[src/rtl/sisc_mem_pkg.sv]
// Shared types and defaults for the SISC single-port memory arbiter.
// State encodings, requester port ids and default bus widths.
package sisc_mem_pkg;

  localparam int AW_DEF = 16;
  localparam int DW_DEF = 32;

  typedef enum logic [1:0] {
    IDLE  = 2'd0,
    ISSUE = 2'd1,
    WAIT  = 2'd2,
    RESP  = 2'd3
  } state_t;

  localparam logic PORT_IF = 1'b0;
  localparam logic PORT_DM = 1'b1;

endpackage

[src/rtl/mem_arb_rr_pick2.sv]
// Two-requester round-robin picker, purely combinational (zero latency).
// A tie goes to the port that did not win last time; no backpressure.
module rr_pick2
  import sisc_mem_pkg::*;
(
  input  logic req_if,
  input  logic req_dm,
  input  logic last_grant,
  output logic grant_valid,
  output logic grant_id
);

  always_comb begin
    grant_valid = req_if | req_dm;
    if (req_if && req_dm) begin
      grant_id = ~last_grant;
    end else if (req_dm) begin
      grant_id = PORT_DM;
    end else begin
      grant_id = PORT_IF;
    end
  end

endmodule

[src/rtl/mem_arb.sv]
// Arbitrates fetch and data requests onto one memory port; write done at grant+1, read done at grant+1+RD_LAT.
// Requests are held by the requester until done; at most one access is in flight, later inputs are ignored.
module mem_arb
  import sisc_mem_pkg::*;
#(
  parameter int AW     = AW_DEF,
  parameter int DW     = DW_DEF,
  parameter int RD_LAT = 1
)
(
  input  logic          clk,
  input  logic          rst,
  input  logic          if_req,
  input  logic [AW-1:0] if_addr,
  output logic          if_done,
  output logic [DW-1:0] if_rdata,
  input  logic          dm_req,
  input  logic          dm_we,
  input  logic [AW-1:0] dm_addr,
  input  logic [DW-1:0] dm_wdata,
  output logic          dm_done,
  output logic [DW-1:0] dm_rdata,
  output logic          mem_en,
  output logic          mem_we,
  output logic [AW-1:0] mem_addr,
  output logic [DW-1:0] mem_wdata,
  input  logic [DW-1:0] mem_rdata,
  output logic          busy
);

  localparam int CW = 3;

  state_t        state_q, state_d;
  logic          last_grant_q;
  logic          grant_valid, grant_id, grant;
  logic          id_q, id_d, we_q, we_d;
  logic [AW-1:0] addr_q, addr_d;
  logic [DW-1:0] wdata_q, wdata_d;
  logic [CW-1:0] cnt_q, cnt_d;
  logic          cap;
  logic          mem_en_d, mem_we_d, if_done_d, dm_done_d, busy_d;

  rr_pick2 u_pick (
    .req_if      (if_req),
    .req_dm      (dm_req),
    .last_grant  (last_grant_q),
    .grant_valid (grant_valid),
    .grant_id    (grant_id)
  );

  assign grant     = (state_q == IDLE) && grant_valid;
  assign mem_addr  = addr_q;
  assign mem_wdata = wdata_q;

  always_ff @(posedge clk or posedge rst) begin
    if (rst) begin
      state_q      <= IDLE;
      last_grant_q <= PORT_DM;
      id_q         <= PORT_IF;
      we_q         <= 1'b0;
      addr_q       <= '0;
      wdata_q      <= '0;
      cnt_q        <= '0;
      mem_en       <= 1'b0;
      mem_we       <= 1'b0;
      if_done      <= 1'b0;
      dm_done      <= 1'b0;
      busy         <= 1'b0;
      if_rdata     <= '0;
      dm_rdata     <= '0;
    end else begin
      state_q <= state_d;
      id_q    <= id_d;
      we_q    <= we_d;
      addr_q  <= addr_d;
      wdata_q <= wdata_d;
      cnt_q   <= cnt_d;
      mem_en  <= mem_en_d;
      mem_we  <= mem_we_d;
      if_done <= if_done_d;
      dm_done <= dm_done_d;
      busy    <= busy_d;
      if (grant) last_grant_q <= grant_id;
      // Read data is only ever written by a completing read on its own port.
      if (cap && (id_q == PORT_IF)) if_rdata <= mem_rdata;
      if (cap && (id_q == PORT_DM)) dm_rdata <= mem_rdata;
    end
  end

  always_comb begin
    state_d = state_q;
    case (state_q)
      IDLE:    if (grant_valid) state_d = ISSUE;
      ISSUE:   state_d = we_q ? RESP : WAIT;
      WAIT:    if (cnt_q == CW'(1)) state_d = RESP;
      RESP:    state_d = IDLE;
      default: state_d = IDLE;
    endcase
  end

  always_comb begin
    id_d    = id_q;
    we_d    = we_q;
    addr_d  = addr_q;
    wdata_d = wdata_q;
    cnt_d   = cnt_q;
    if (grant) begin
      id_d    = grant_id;
      we_d    = (grant_id == PORT_DM) && dm_we;
      addr_d  = (grant_id == PORT_DM) ? dm_addr : if_addr;
      wdata_d = dm_wdata;
    end
    if (state_q == ISSUE) begin
      cnt_d = CW'(RD_LAT);
    end else if (state_q == WAIT) begin
      cnt_d = cnt_q - CW'(1);
    end
    cap = (state_q == WAIT) && (cnt_q == CW'(1));
    // Outputs are registered from the upcoming state so they line up with it.
    mem_en_d  = (state_d == ISSUE);
    mem_we_d  = (state_d == ISSUE) && we_d;
    if_done_d = (state_d == RESP) && (id_d == PORT_IF);
    dm_done_d = (state_d == RESP) && (id_d == PORT_DM);
    busy_d    = (state_d != IDLE);
  end

endmodule

[config.mk]
export PLATFORM = sky130hd
export DESIGN_NAME = mem_arb
export DESIGN_NICKNAME = d
export VERILOG_FILES = /design/src/rtl/sisc_mem_pkg.sv /design/src/rtl/mem_arb_rr_pick2.sv /design/src/rtl/mem_arb.sv
export SDC_FILE = /design/constraint.sdc
export NUM_CORES = 1
export LEC_CHECK = 0
export ABC_CLOCK_PERIOD_IN_PS = 3600
export CAP_MARGIN = 15
export CORE_MARGIN = 1
export CORE_UTILIZATION = 38
export DETAILED_ROUTE_END_ITERATION = 8
export HOLD_SLACK_MARGIN = 0.08
export PLACE_DENSITY = 0.81
export SYNTH_ARGS = -nofsm -noshare
export SYNTH_HDL_FRONTEND = slang
export SYNTH_SLANG_ARGS = --single-unit
[constraint.sdc]
create_clock -name clk -period 3.6 [get_ports clk]
set_input_delay 0.36 -clock clk [delete_from_list [all_inputs] [get_ports clk]]
set_output_delay 0.36 -clock clk [all_outputs]
set_load 0.02 [all_outputs]
======== Word-level counts from Yosys, hierarchy flattened ========
Cells that the tools add are included.
word-level totals
  flip-flop bits (word level) ............. 125
  latch bits .............................. 0
  RAM bits ................................ 0
  bits in read-only memories .............. 0
  bits of input ports ..................... 101
  output and inout port bits .............. 117
  logic and storage cells ................. 48
  memories ................................ 0
cells by class
  add/sub/neg operators ................... 1
  multiply operators ...................... 0
  divide/modulo/power cells ............... 0
  order comparisons ....................... 0
  eq/ne operators ......................... 6
  shift operators ......................... 0
  muxes and demuxes ....................... 11
  bitwise operators ....................... 4
  reduce and logical (&&, ||, !) cells .... 12
operators with widths
  operator             count
  $mux 16              1
  $logic_and 1x1->1    9
  $pmux 2 s4           1
  $eq 2x2->1 const B   3
  $mux 3               2
  $mux 1               5
  $eq 2x1->1 const B   2
  $mux 2               2
  $reduce_bool 2->1    2
  $eq 3x1->1 const B   1
  $not 1->1            3
  $sub 3x1->3 const B  1
  $logic_not 2->1      1
  $or 1x1->1           1

======== Longest topological paths before layout ========
Gate-level depths: netlist (run 1).
  depth in word-level cells ............... 5
  gate-level depth with buffers ........... 7
  mapped depth without buffers ............ 5

======== Cells and area by module ========
From an unflattened synthesis (run 1), not the netlist that was laid out.
second synthesis, totals
  cell total of the unflattened synthesis .. 325
  area total of the unflattened synthesis .. 5170.0 um^2
modules (own cells, without submodules)
  module    times used  cells each  area an instance (um^2)
  mem_arb   1           323         5156.2
  rr_pick2  1           2           13.8

======== Worst setup path after synthesis (run 1) ========
No wires, ideal clock.
  path type ............................... register to register
  from .................................... register state_q[0]
  to ...................................... register if_rdata[19]
  arrival ................................. 1.479 ns
  required time ........................... 3.475 ns
  path slack .............................. 1.996 ns
  cell stages (with the launch flop) ...... 7
  path buffers ............................ 1
  clock period less this slack ............ 1.604 ns
  cells stage by stage .................... dfrtp_1 -> inv_1 -> ha_1 -> nand3b_2 -> nor2_4 -> buf_6 -> mux2_2
between the ends
  longest elaborated chain between the ends .. 3
ends and longest elaborated chain
  element                 RTL line        source
  from (decl)             mem_arb.sv:33   state_t state_q, state_d;
  from (signal assigned)  mem_arb.sv:72   state_q <= state_d;
  $eq 2x2->1              mem_arb.sv:118  cap = (state_q == WAIT) && (cnt_q == CW'(1));
  $logic_and 1x1->1       mem_arb.sv:118
  $logic_and 1x1->1       mem_arb.sv:85   if (cap && (id_q == PORT_IF)) if_rdata <= mem_rdata;
  to (signal assigned)    mem_arb.sv:85
  to (decl)               mem_arb.sv:16   output logic [DW-1:0] if_rdata,
No other way between the ends.
A chain may end at the register's enable or synchronous reset.

======== Worst setup path after layout (run 1) ========
  from .................................... register state_q[0]
  to ...................................... register if_rdata[13]
Same word-level chain as after synthesis.

==> results of run 1 <==
## Yosys cell counts
master,count
o21ai_2,1
o21ai_0,7
a22o_2,1
a31oi_1,1
o21a_1,1
a21boi_2,1
a21oi_1,2
a32oi_1,1
and3_2,1
nand4_4,1
o22ai_1,1
clkbuf_1,3
buf_6,10
nand2b_1,1
dfstp_2,1
nor2_4,1
nand3b_2,1
mux2_4,3
dfrtp_1,124
a221oi_1,1
mux2_2,91
clkbuf_8,1
mux2i_1,16
o21ai_1,10
or2_2,1
nor2_1,2
mux2_1,2
and3b_1,1
inv_1,6
nor2b_1,2
and3b_2,1
nand2_1,17
ha_1,6
a32o_1,1
buf_2,1
nand3b_1,1
buf_8,1
## layer usage
metal | wire (um) | vias to the layer above | GRT usage [%]
met5 | 0 | - | 0
met4 | 179 | 0 | 6.24
met3 | 909 | 15 | 7.94
met2 | 6090 | 129 | 31.3
met1 | 4550 | 1676 | 19.9
li1 | - | 1591 | -
## state kept, by name, summed over array words and instances, names as in the netlist
register	cells
if_done	1
mem_wdata	32
busy	1
dm_rdata	32
id_q	1
dm_done	1
mem_we	1
if_rdata	32
state_q	2
cnt_q	3
mem_addr	16
last_grant_q	1
we_q	1
mem_en	1
## worst max-delay path, cell delays in order (launching register included)
cell	delay (ns)
dfrtp_1	0.39
inv_1	0.13
ha_1	0.27
nand3b_2	0.14
nor2_4	0.74
mux2_2	0.42
## power by group
part           internal [mW]  switching [mW]
Clock                   1.33           0.592
Combinational           1.93            1.74
Sequential              2.13           0.369
## through the flow
stage	instance area [sq um]	std cells	util (%)
floorplan	4990	323	-
global placement	7280	703	57.2
detailed placement	7280	703	57.2
CTS	7950	735	62.5
global route	7950	735	62.5
finish	7950	735	62.5
## path summary, 6_finish.rpt
| kind | from | to | slack, ns |
|---|---|---|---|
| worst min register to register | mem_addr[15] | mem_addr[15] | 0.49 |
| worst max register to register | state_q[0] | if_rdata[13] | 1.35 |
| worst max-delay path | state_q[0] | if_rdata[13] | 1.35 |
| max in group asynchronous | rst | dm_rdata[16] | 2.27 |
| worst min-delay path | rst | mem_wdata[24] | 0.42 |
| min in group clk | mem_addr[15] | mem_addr[15] | 0.49 |
## cells by family after synthesis
| kind of cell | count (synthesis) | synth area share [%] |
|---|---|---|
| AND/OR/NAND/NOR | 30 | 3.49 |
| AO/OA/AOI/OAI | 28 | 3.47 |
| adder cells (fa/ha/maj) | 6 | 1.51 |
| flip-flops | 125 | 62.8 |
| multiplexers | 112 | 25.1 |
| buffers and inverters | 22 | 3.62 |
## cell type report
class,instances,area [sq um],area share [%]
repair buffers,224,2220,28.0
flip-flops and latches,125,3130,39.4
inverters,6,26.3,0.331
well taps,172,215,2.71
clock inverters,12,215,2.71
multi-input cells,176,1680,21.2
clock buffers,20,457,5.75
==> results.toml, run 1 <==
[cells_and_area]
final_common_cell = "clkdlybuf4s50_1"
diodes = 0
fill_cells = 1013
layout_common_cells = "217 x clkdlybuf4s50_1, 124 x dfrtp_1, 91 x mux2_2, 17 x nand2_1, 17 x clkbuf_16"
finalNetCount = 657
area_delta_synth_final_pct = 59.5
drive_above_1_share_pct = 25.4

[outcome]
outcome = "complete, no violations"

[clocking]
clock_sinks = 125
cts_resized = 0
cts_tree = "done"
cts_buffers = 17
post_cts_buffers = 0
h-tree-depth = 4
clockBufferDepth = 2
holdBufCountCts = 0
clk_pin_slew_ns = 0.05
insertion_delay_ns = 0.41
cts_root_buf = "clkbuf_16"

[synth]
syn_inst = 323
yosysSeqAreaShare_pct = 62.8
avgSynthCellArea_sq_um = 15.4
synthesis.area_sq_um = 4980
yosysTopAreaCell = "dfrtp_1"
yosys-top-cells-area = "dfrtp_1 62%, mux2_2 21%, mux2i_1 3.2%, buf_6 2.3%, ha_1 1.5%"
yosys_register_bits = 125
synth_top_area_share_pct = 62.3
ys.warnings.count = 0
synth_cell_types = 37
syn_nets = 430

[worst_setup_path]
critPathMaxFanout = 32
crit_type = "flop to flop"
start_kind = "flop"
cp-end-kind = "flop"
arrival_ns = 2.53
worst_r2r_path_depth = 5
cp.required_ns = 3.89

[timing]
setup_tns_ns = 0
slew_violations = 0
fin_worst_skew_ns = 0.0102
fin_hold_ws_ns = 0.418
fin_ws_ns = 1.35
fin_crit_sh_pct = 62.4
fmax_mhz = 445
fin_crit_ns = 2.25
worst_slew_pin_slew_ns = 0.963
setup_viol = 0
rsz0062_at_grt = "no"
relSlewSlack_pct = 35.6
hold_violations = 0

[place]
place_congestion = 0.721
hpwl_mm = 8.67
numPortBuffers = 217
pre_cts_slack_ns = 1.32

[global_routing]
grt_usage_pct = 18.2
grt-ovfl-total = 0
grt_pass1_vias = 3767
grt_max_degree = 39
grt_pass1_wl_mm = 18.4
antenna_found_initial = 0

[routing]
drc = 0
first_pass_iters = 2
avgRoutedWirePerCell_um = 15.9
drt_wl_total_mm = 11.7
viasPerCell = 4.64
postRouteAntennaNets = 0
drt_iter0_markers = 76
vias = 3411

[hold_path]
hp-class = "input port to async pin"

[power]
power.leakage_nw = 3.37
power_density_nw_per_um2 = 1020
vdd_drop_max_mv = 0.588
p_total_mw = 8.09

[floorplan]
boundaryPins = 218
dieWidth_um = 117
num_rows = 41
die_area_sq_um = 13600
die_y_um = 117
initial_core_util_pct = 39.2
core-area_sq_um = 12700

[run]
cap_violations = 0
(Power assumes the default switching activity.)
==> run 2, diff against run 1 <==
ABC_CLOCK_PERIOD_IN_PS = 2300   (was 3600)
CORE_UTILIZATION = 42   (was 38)
PLACE_DENSITY = 0.85   (was 0.81)
clock period = 2.3 ns   (was 3.6 ns; I/O delays follow)
==> results.toml, run 2 (synthesized netlist as in run 1, its figures left out) <==
[cells_and_area]
final_cell_area_sq_um = 7820
final_core_util_pct = 68.2
final_common_cell = "clkdlybuf4s50_1"
layout.cells.non_filler = 702
layout_common_cells = "217 x clkdlybuf4s50_1, 124 x dfrtp_1, 91 x mux2_2, 17 x nand2_1, 17 x clkbuf_16"
finalNetCount = 656
drive_above_1_share_pct = 24.9
diodes = 0
area_delta_synth_final_pct = 56.9

[clocking]
clockBufferDepth = 2
post_cts_buffers = 0
cts_resized = 0
insertion_delay_ns = 0.40
cts_tree = "done"
cts_root_buf = "clkbuf_16"
cts_buffers = 17
clk_pin_slew_ns = 0.05
h-tree-depth = 4
clock_sinks = 125
holdBufCountCts = 0

[power]
swShare_pct = 34.0
combPwrFrac_pct = 47.0
seqPwrFrac_pct = 32.2
power_density_nw_per_um2 = 1550
clock_power_share_pct = 20.8
vdd_drop_max_mv = 0.853
p_total_mw = 12.2
power.leakage_nw = 3.33
p_switching_mw = 4.14
power.internal_mw = 8.02

[timing]
fin_ws_ns = 0.359
slew_violations = 0
fin_hold_ws_ns = 0.316
setup_viol = 0
rsz0062_at_grt = "no"
worst_slew_pin_slew_ns = 0.652
fin_crit_sh_pct = 84.4
fmax_mhz = 515
setup_tns_ns = 0
relSlewSlack_pct = 56.5
fin_crit_ns = 1.94
fin_worst_skew_ns = 0.0110
hold_violations = 0

[worst_setup_path]
start_kind = "flop"
crit_type = "flop to flop"
critPathMaxFanout = 32
cp.depth = 4
worst_r2r_path_depth = 4
slowest_delay_ns = 0.53
cp_top_family = "simple AND/OR/NAND/NOR gates"
cp-end-kind = "flop"
rr_startpoint = "state_q[0]"
arrival_ns = 2.22
cp_cell_sequence = "inv_1, ha_1, nand4_4, mux2_4"
path_buf_inv = 1
critPathSlowestCell = "nand4_4"
r2r_end = "dm_rdata[25]"
cp.required_ns = 2.58
r2r_slack_ns = 0.36

[place]
placed_area_sq_um = 7260
pre_cts_slack_ns = 0.321
numPortBuffers = 217
hpwl_mm = 8.14
dp.cells = 673
place_congestion = 0.718

[floorplan]
initial_core_util_pct = 43.5
die_y_um = 111
num_rows = 39
dieWidth_um = 111
boundaryPins = 218
core-area_sq_um = 11500
die_area_sq_um = 12300

[global_routing]
grt_pass1_wl_mm = 18.7
grt_usage_pct = 19.4
antenna_found_initial = 0
grt_pass1_vias = 3692
grt-ovfl-total = 0
grt_max_degree = 79

[run]
cap_violations = 0

[routing]
viasPerCell = 4.86
drc = 0
drt_wl_total_mm = 11.2
avgRoutedWirePerCell_um = 16.0
first_pass_iters = 4
postRouteAntennaNets = 0
drt_iter0_markers = 123
vias = 3413

[hold_path]
hp-class = "input port to async pin"

[outcome]
outcome = "complete, no violations"
## run 2: power by group through the flow
stage	clock, mW	combinational [mW]	sequential, mW
after floorplan	0	1.88	5.16
after global placement	0	5.63	3.88
after detailed placement	0	5.76	3.95
after CTS	2.59	5.78	3.93
after global routing	2.69	6.04	4.07
final	2.53	5.71	3.91
## run 2: worst max path at each step
stage              endpoint  slack [ns]       start
6_report       dm_rdata[25]        0.36  state_q[0]
5_1_grt        dm_rdata[28]        0.24  state_q[0]
4_1_cts        dm_rdata[25]        0.32  state_q[0]
3_5_place_dp    dm_rdata[4]        0.32  state_q[0]
3_3_place_gp   dm_rdata[23]        0.39  state_q[0]
2_1_floorplan          busy        0.53         rst
## run 2: metal layers
layer,up-vias,track usage (%),part of all wire [%]
li1,1589,-,-
met1,1672,22.2,40
met2,133,33.4,52
met3,19,6.34,6.4
met4,0,7.91,1.9
met5,-,0,0
## run 2: final cells by class
| type | instances | area, sq um |
|---|---|---|
| Fill cell | 811 | 3650 |
| Sequential cell | 125 | 3130 |
| Timing Repair Buffer | 223 | 2240 |
| Multi-Input combinational cell | 176 | 1680 |
| Clock buffer | 21 | 470 |
| Tap cell | 143 | 179 |
| Clock inverter | 8 | 92.6 |
| Inverter | 6 | 26.3 |
## run 2: worst min-delay path: stages
cell and delay [ns]:
clkdlybuf4s50_1 0.44, clkinvlp_4 0.11, buf_12 0.34
==> run 3, diff against run 2 <==
ABC_CLOCK_PERIOD_IN_PS = 1950   (was 2300)
clock period = 1.95 ns   (was 2.3 ns; I/O delays follow)
==> results.toml, run 3 (synthesized netlist as in run 1, its figures left out) <==
[timing]
fmax_mhz = 571
fin_crit_ns = 1.75
hold_violations = 0
fin_worst_skew_ns = 0.00598
setup_viol = 0
slew_violations = 0
fin_crit_sh_pct = 89.7
worst_slew_pin_slew_ns = 0.447
setup_tns_ns = 0
rsz0062_at_grt = "no"
relSlewSlack_pct = 70.2

[cells_and_area]
finalNetCount = 658
drive_above_1_share_pct = 24.9
final_common_cell = "clkdlybuf4s50_1"
diodes = 0
layout.cells.non_filler = 706
layout_common_cells = "217 x clkdlybuf4s50_1, 124 x dfrtp_1, 91 x mux2_2, 17 x nand2_1, 17 x clkbuf_16"
area_delta_synth_final_pct = 58.6

[floorplan]
core-area_sq_um = 11500
die_y_um = 111
boundaryPins = 218
initial_core_util_pct = 43.5
die_area_sq_um = 12300
dieWidth_um = 111
num_rows = 39

[worst_setup_path]
crit_type = "flop to flop"
arrival_ns = 2.04
cp-end-kind = "flop"
cp_cell_sequence = "inv_1, ha_1, nand3b_2, nor2_4, buf_12, mux2_2"
start_kind = "flop"
critPathMaxFanout = 32
critPathSlowestCell = "dfrtp_1"
slowest_delay_ns = 0.40
cp.required_ns = 2.24

[place]
numPortBuffers = 217
dp.cells = 675
hpwl_mm = 8.46
place_congestion = 0.752

[routing]
drt_iter0_markers = 123
avgRoutedWirePerCell_um = 16.2
first_pass_iters = 4
vias = 3442
postRouteAntennaNets = 0
drt_wl_total_mm = 11.4
drc = 0
viasPerCell = 4.88

[clocking]
clk_pin_slew_ns = 0.05
cts_root_buf = "clkbuf_16"
clockBufferDepth = 2
h-tree-depth = 4
clock_sinks = 125
holdBufCountCts = 0
cts_resized = 0
post_cts_buffers = 0
insertion_delay_ns = 0.40
cts_tree = "done"
cts_buffers = 17

[run]
cap_violations = 0

[power]
power.leakage_nw = 3.36
power_density_nw_per_um2 = 1840
vdd_drop_max_mv = 1.13

[outcome]
outcome = "complete, no violations"

[global_routing]
grt_pass1_wl_mm = 19.1
grt_usage_pct = 19.8
grt_pass1_vias = 3853
antenna_found_initial = 0
grt_max_degree = 47
grt-ovfl-total = 0

[hold_path]
hp-class = "input port to async pin"
[run 3: area by class of cell]
| class | instances | area (sq um) |
|---|---|---|
| Tap cell | 143 | 179 |
| Inverter | 6 | 26.3 |
| Timing Repair Buffer | 225 | 2310 |
| Fill cell | 796 | 3560 |
| Multi-Input combinational cell | 176 | 1680 |
| Clock buffer | 23 | 468 |
| Clock inverter | 8 | 115 |
| Sequential cell | 125 | 3130 |
[run 3: power breakdown]
part | switching, mW | internal, mW | total [mW] | leakage (nW)
logic | 3.18 | 3.63 | 6.81 | 1.59
registers | 0.690 | 3.93 | 4.62 | 1.48
clock network | 1.03 | 2.06 | 3.09 | 0.291
[run 3: critical path, delay by kind of cell (launching register included)]
family / cells / cell delay (ns)
buf+inv: 2 / 0.34
fa+ha+maj: 1 / 0.26
mux: 1 / 0.36
flops: 1 / 0.40
simple gates: 2 / 0.26
[run 3: metal layers]
| layer | track usage, % | part of all wire, % | vias up |
|---|---|---|---|
| li1 | - | - | 1589 |
| met1 | 22.8 | 40 | 1695 |
| met2 | 33.9 | 51 | 135 |
| met3 | 6.89 | 6.8 | 23 |
| met4 | 7.91 | 2.0 | 0 |
| met5 | 0 | 0 | - |
[run 3: path summary, 6_finish.rpt]
check,from,end,slack [ns],cells after the start
min in group clk,dm_wdata[6],mem_wdata[6],0.40,2
worst min register to register,mem_addr[15],mem_addr[15],0.48,2
worst max-delay path,state_q[0],if_rdata[7],0.20,6
worst max register to register,state_q[0],if_rdata[7],0.20,6
max in group asynchronous,rst,dm_rdata[26],1.15,3
worst min-delay path,rst,cnt_q[0],0.12,2
[run 3: through the flow]
step | hold slack [ns] | total power, mW | utilization, % | worst slack (ns) | instance area, sq um
3_5_place_dp | 0.479 | 11.5 | 63.9 | 0.190 | 7320
3_3_place_gp | 0.464 | 11.3 | 63.9 | 0.271 | 7320
6_report | 0.122 | 14.5 | 68.9 | 0.200 | 7910
4_1_cts | 0.111 | 14.7 | 68.9 | 0.185 | 7910
2_1_floorplan | 0.265 | 8.31 | - | 0.217 | 4990
5_1_grt | 0.144 | 15.3 | 68.9 | 0.0898 | 7910
==> RTL edit (config.mk and constraints of run 1) <==
Add an input register stage for `mem_rdata`; this delays it by one clock. The other inputs are not delayed to match.
--- a/src/rtl/mem_arb.sv
+++ b/src/rtl/mem_arb.sv
@@ -31,2 +31,8 @@
   localparam int CW = 3;
+
+  logic [DW-1:0] mem_rdata_q;
+
+  always_ff @(posedge clk) begin
+    mem_rdata_q <= mem_rdata;
+  end
 
@@ -84,4 +90,4 @@
       // Read data is only ever written by a completing read on its own port.
-      if (cap && (id_q == PORT_IF)) if_rdata <= mem_rdata;
-      if (cap && (id_q == PORT_DM)) dm_rdata <= mem_rdata;
+      if (cap && (id_q == PORT_IF)) if_rdata <= mem_rdata_q;
+      if (cap && (id_q == PORT_DM)) dm_rdata <= mem_rdata_q;
     end
Check against the original RTL: not equivalent (a bounded check fails within 4 cycles, from zero or initial values and one cycle with rst high).
==> RTL edit against run 1 <==
Sequential cell count rose by 32; area after synthesis grew 13%; total power barely moved; setup slack worse by 0.017 ns; synthesized cell count up 9.9%; routed wire length up 4.2%; design area grew 6.4%; sequential power is 14% higher; non-clock buffer count shrank 3; critical path type unchanged; largest cell class unchanged; highest routed layer unchanged.
==> RTL edit: results <==
[run_status]
outcome = "complete, no violations"

[global_route]
grt_start_max_net_pins = 66
grt_pass1_vias = 3830
grt_pass1_wl_um = 18900
grt_use_total_pct = 16.6

[timing]
whs_ns = 0.393
max_slew_margin_pct = 32.5
fin_skew_ns = 0.00725

[logic_synthesis]
ys_top_cells_by_area = "dfrtp_1 (55%), mux2_2 (18%), dfxtp_1 (11%), mux2i_1 (2.9%), buf_6 (2.2%)"
synthTopCellsByCount = "dfrtp_1 (124), mux2_2 (91), dfxtp_1 (32), nand2_1 (17), mux2i_1 (16)"
synth_seq_area_share_pct = 67.2
async_reset_ff_share_pct = 79.6
synth_cells = 355

[place]
dp.cells = 744
dp_hpwl_um = 8770

[detailed_routing]
drt_pass1_iterations = 4
vias = 3614
finalWirelength_um = 12200
drt-initial-drc-count = 89

[power_and_ir_drop]
power_leakage_nw = 3.57

[setup_path]
arrival_ns = 2.55
r2r_end = "if_rdata[5]$_DFFE_PP0P_"

[final_layout]
nets = 686
instances_no_fill = 776

[min_path]
min_path_type = "in2reg"
[RTL edit: cell count changes after synthesis, sizes merged]
| cell | delta |
|---|---|
| buf | +1 |
| clkbuf | -1 |
| dfxtp | +32 |
[RTL edit: logic make-up after synthesis]
logic type,Yosys count,synth area share (%)
buffers and inverters,22,3.17
adder cells (fa/ha/maj),6,1.34
AO/OA/AOI/OAI,28,3.08
flip-flops,157,67.2
AND/OR/NAND/NOR,30,3.10
multiplexers,112,22.1
[RTL edit: cell type report]
type | instances | area, um^2 | area share, %
inverters | 6 | 26.3 | 0.311
clock buffers | 22 | 454 | 5.37
clock inverters | 10 | 92.6 | 1.09
well taps | 184 | 230 | 2.72
flip-flops and latches | 157 | 3770 | 44.6
repair buffers | 221 | 2210 | 26.2
multi-input cells | 176 | 1670 | 19.7
[RTL edit: worst reg2reg max path: stages (launching register included)]
cell      delay, ns
dfrtp_1        0.40
inv_1          0.13
ha_1           0.26
nand3b_2       0.13
nor2_4         0.78
mux2_2         0.44
[RTL edit: routing by layer]
| layer | GRT usage [%] | share of wire [%] |
|---|---|---|
| met1 | 17.9 | 38 |
| met2 | 30.0 | 54 |
| met3 | 4.66 | 6.3 |
| met4 | 7.83 | 2.3 |
| met5 | 0 | 0 |
[RTL edit: through the flow]
step / area, um^2 / utilization [%] / worst slack (ns)
after CTS: 8460 / 58.4 / 1.27
after global routing: 8460 / 58.4 / 1.20
after floorplan: 5610 / - / 1.70
after detailed placement: 7910 / 54.6 / 1.28
final: 8460 / 58.4 / 1.34
after global placement: 7910 / 54.6 / 1.35
[RTL edit: power breakdown]
part	switching (mW)	total (mW)	internal [mW]
sequential	0.370	2.86	2.49
clock	0.676	1.64	0.969
combinational	1.70	3.58	1.88
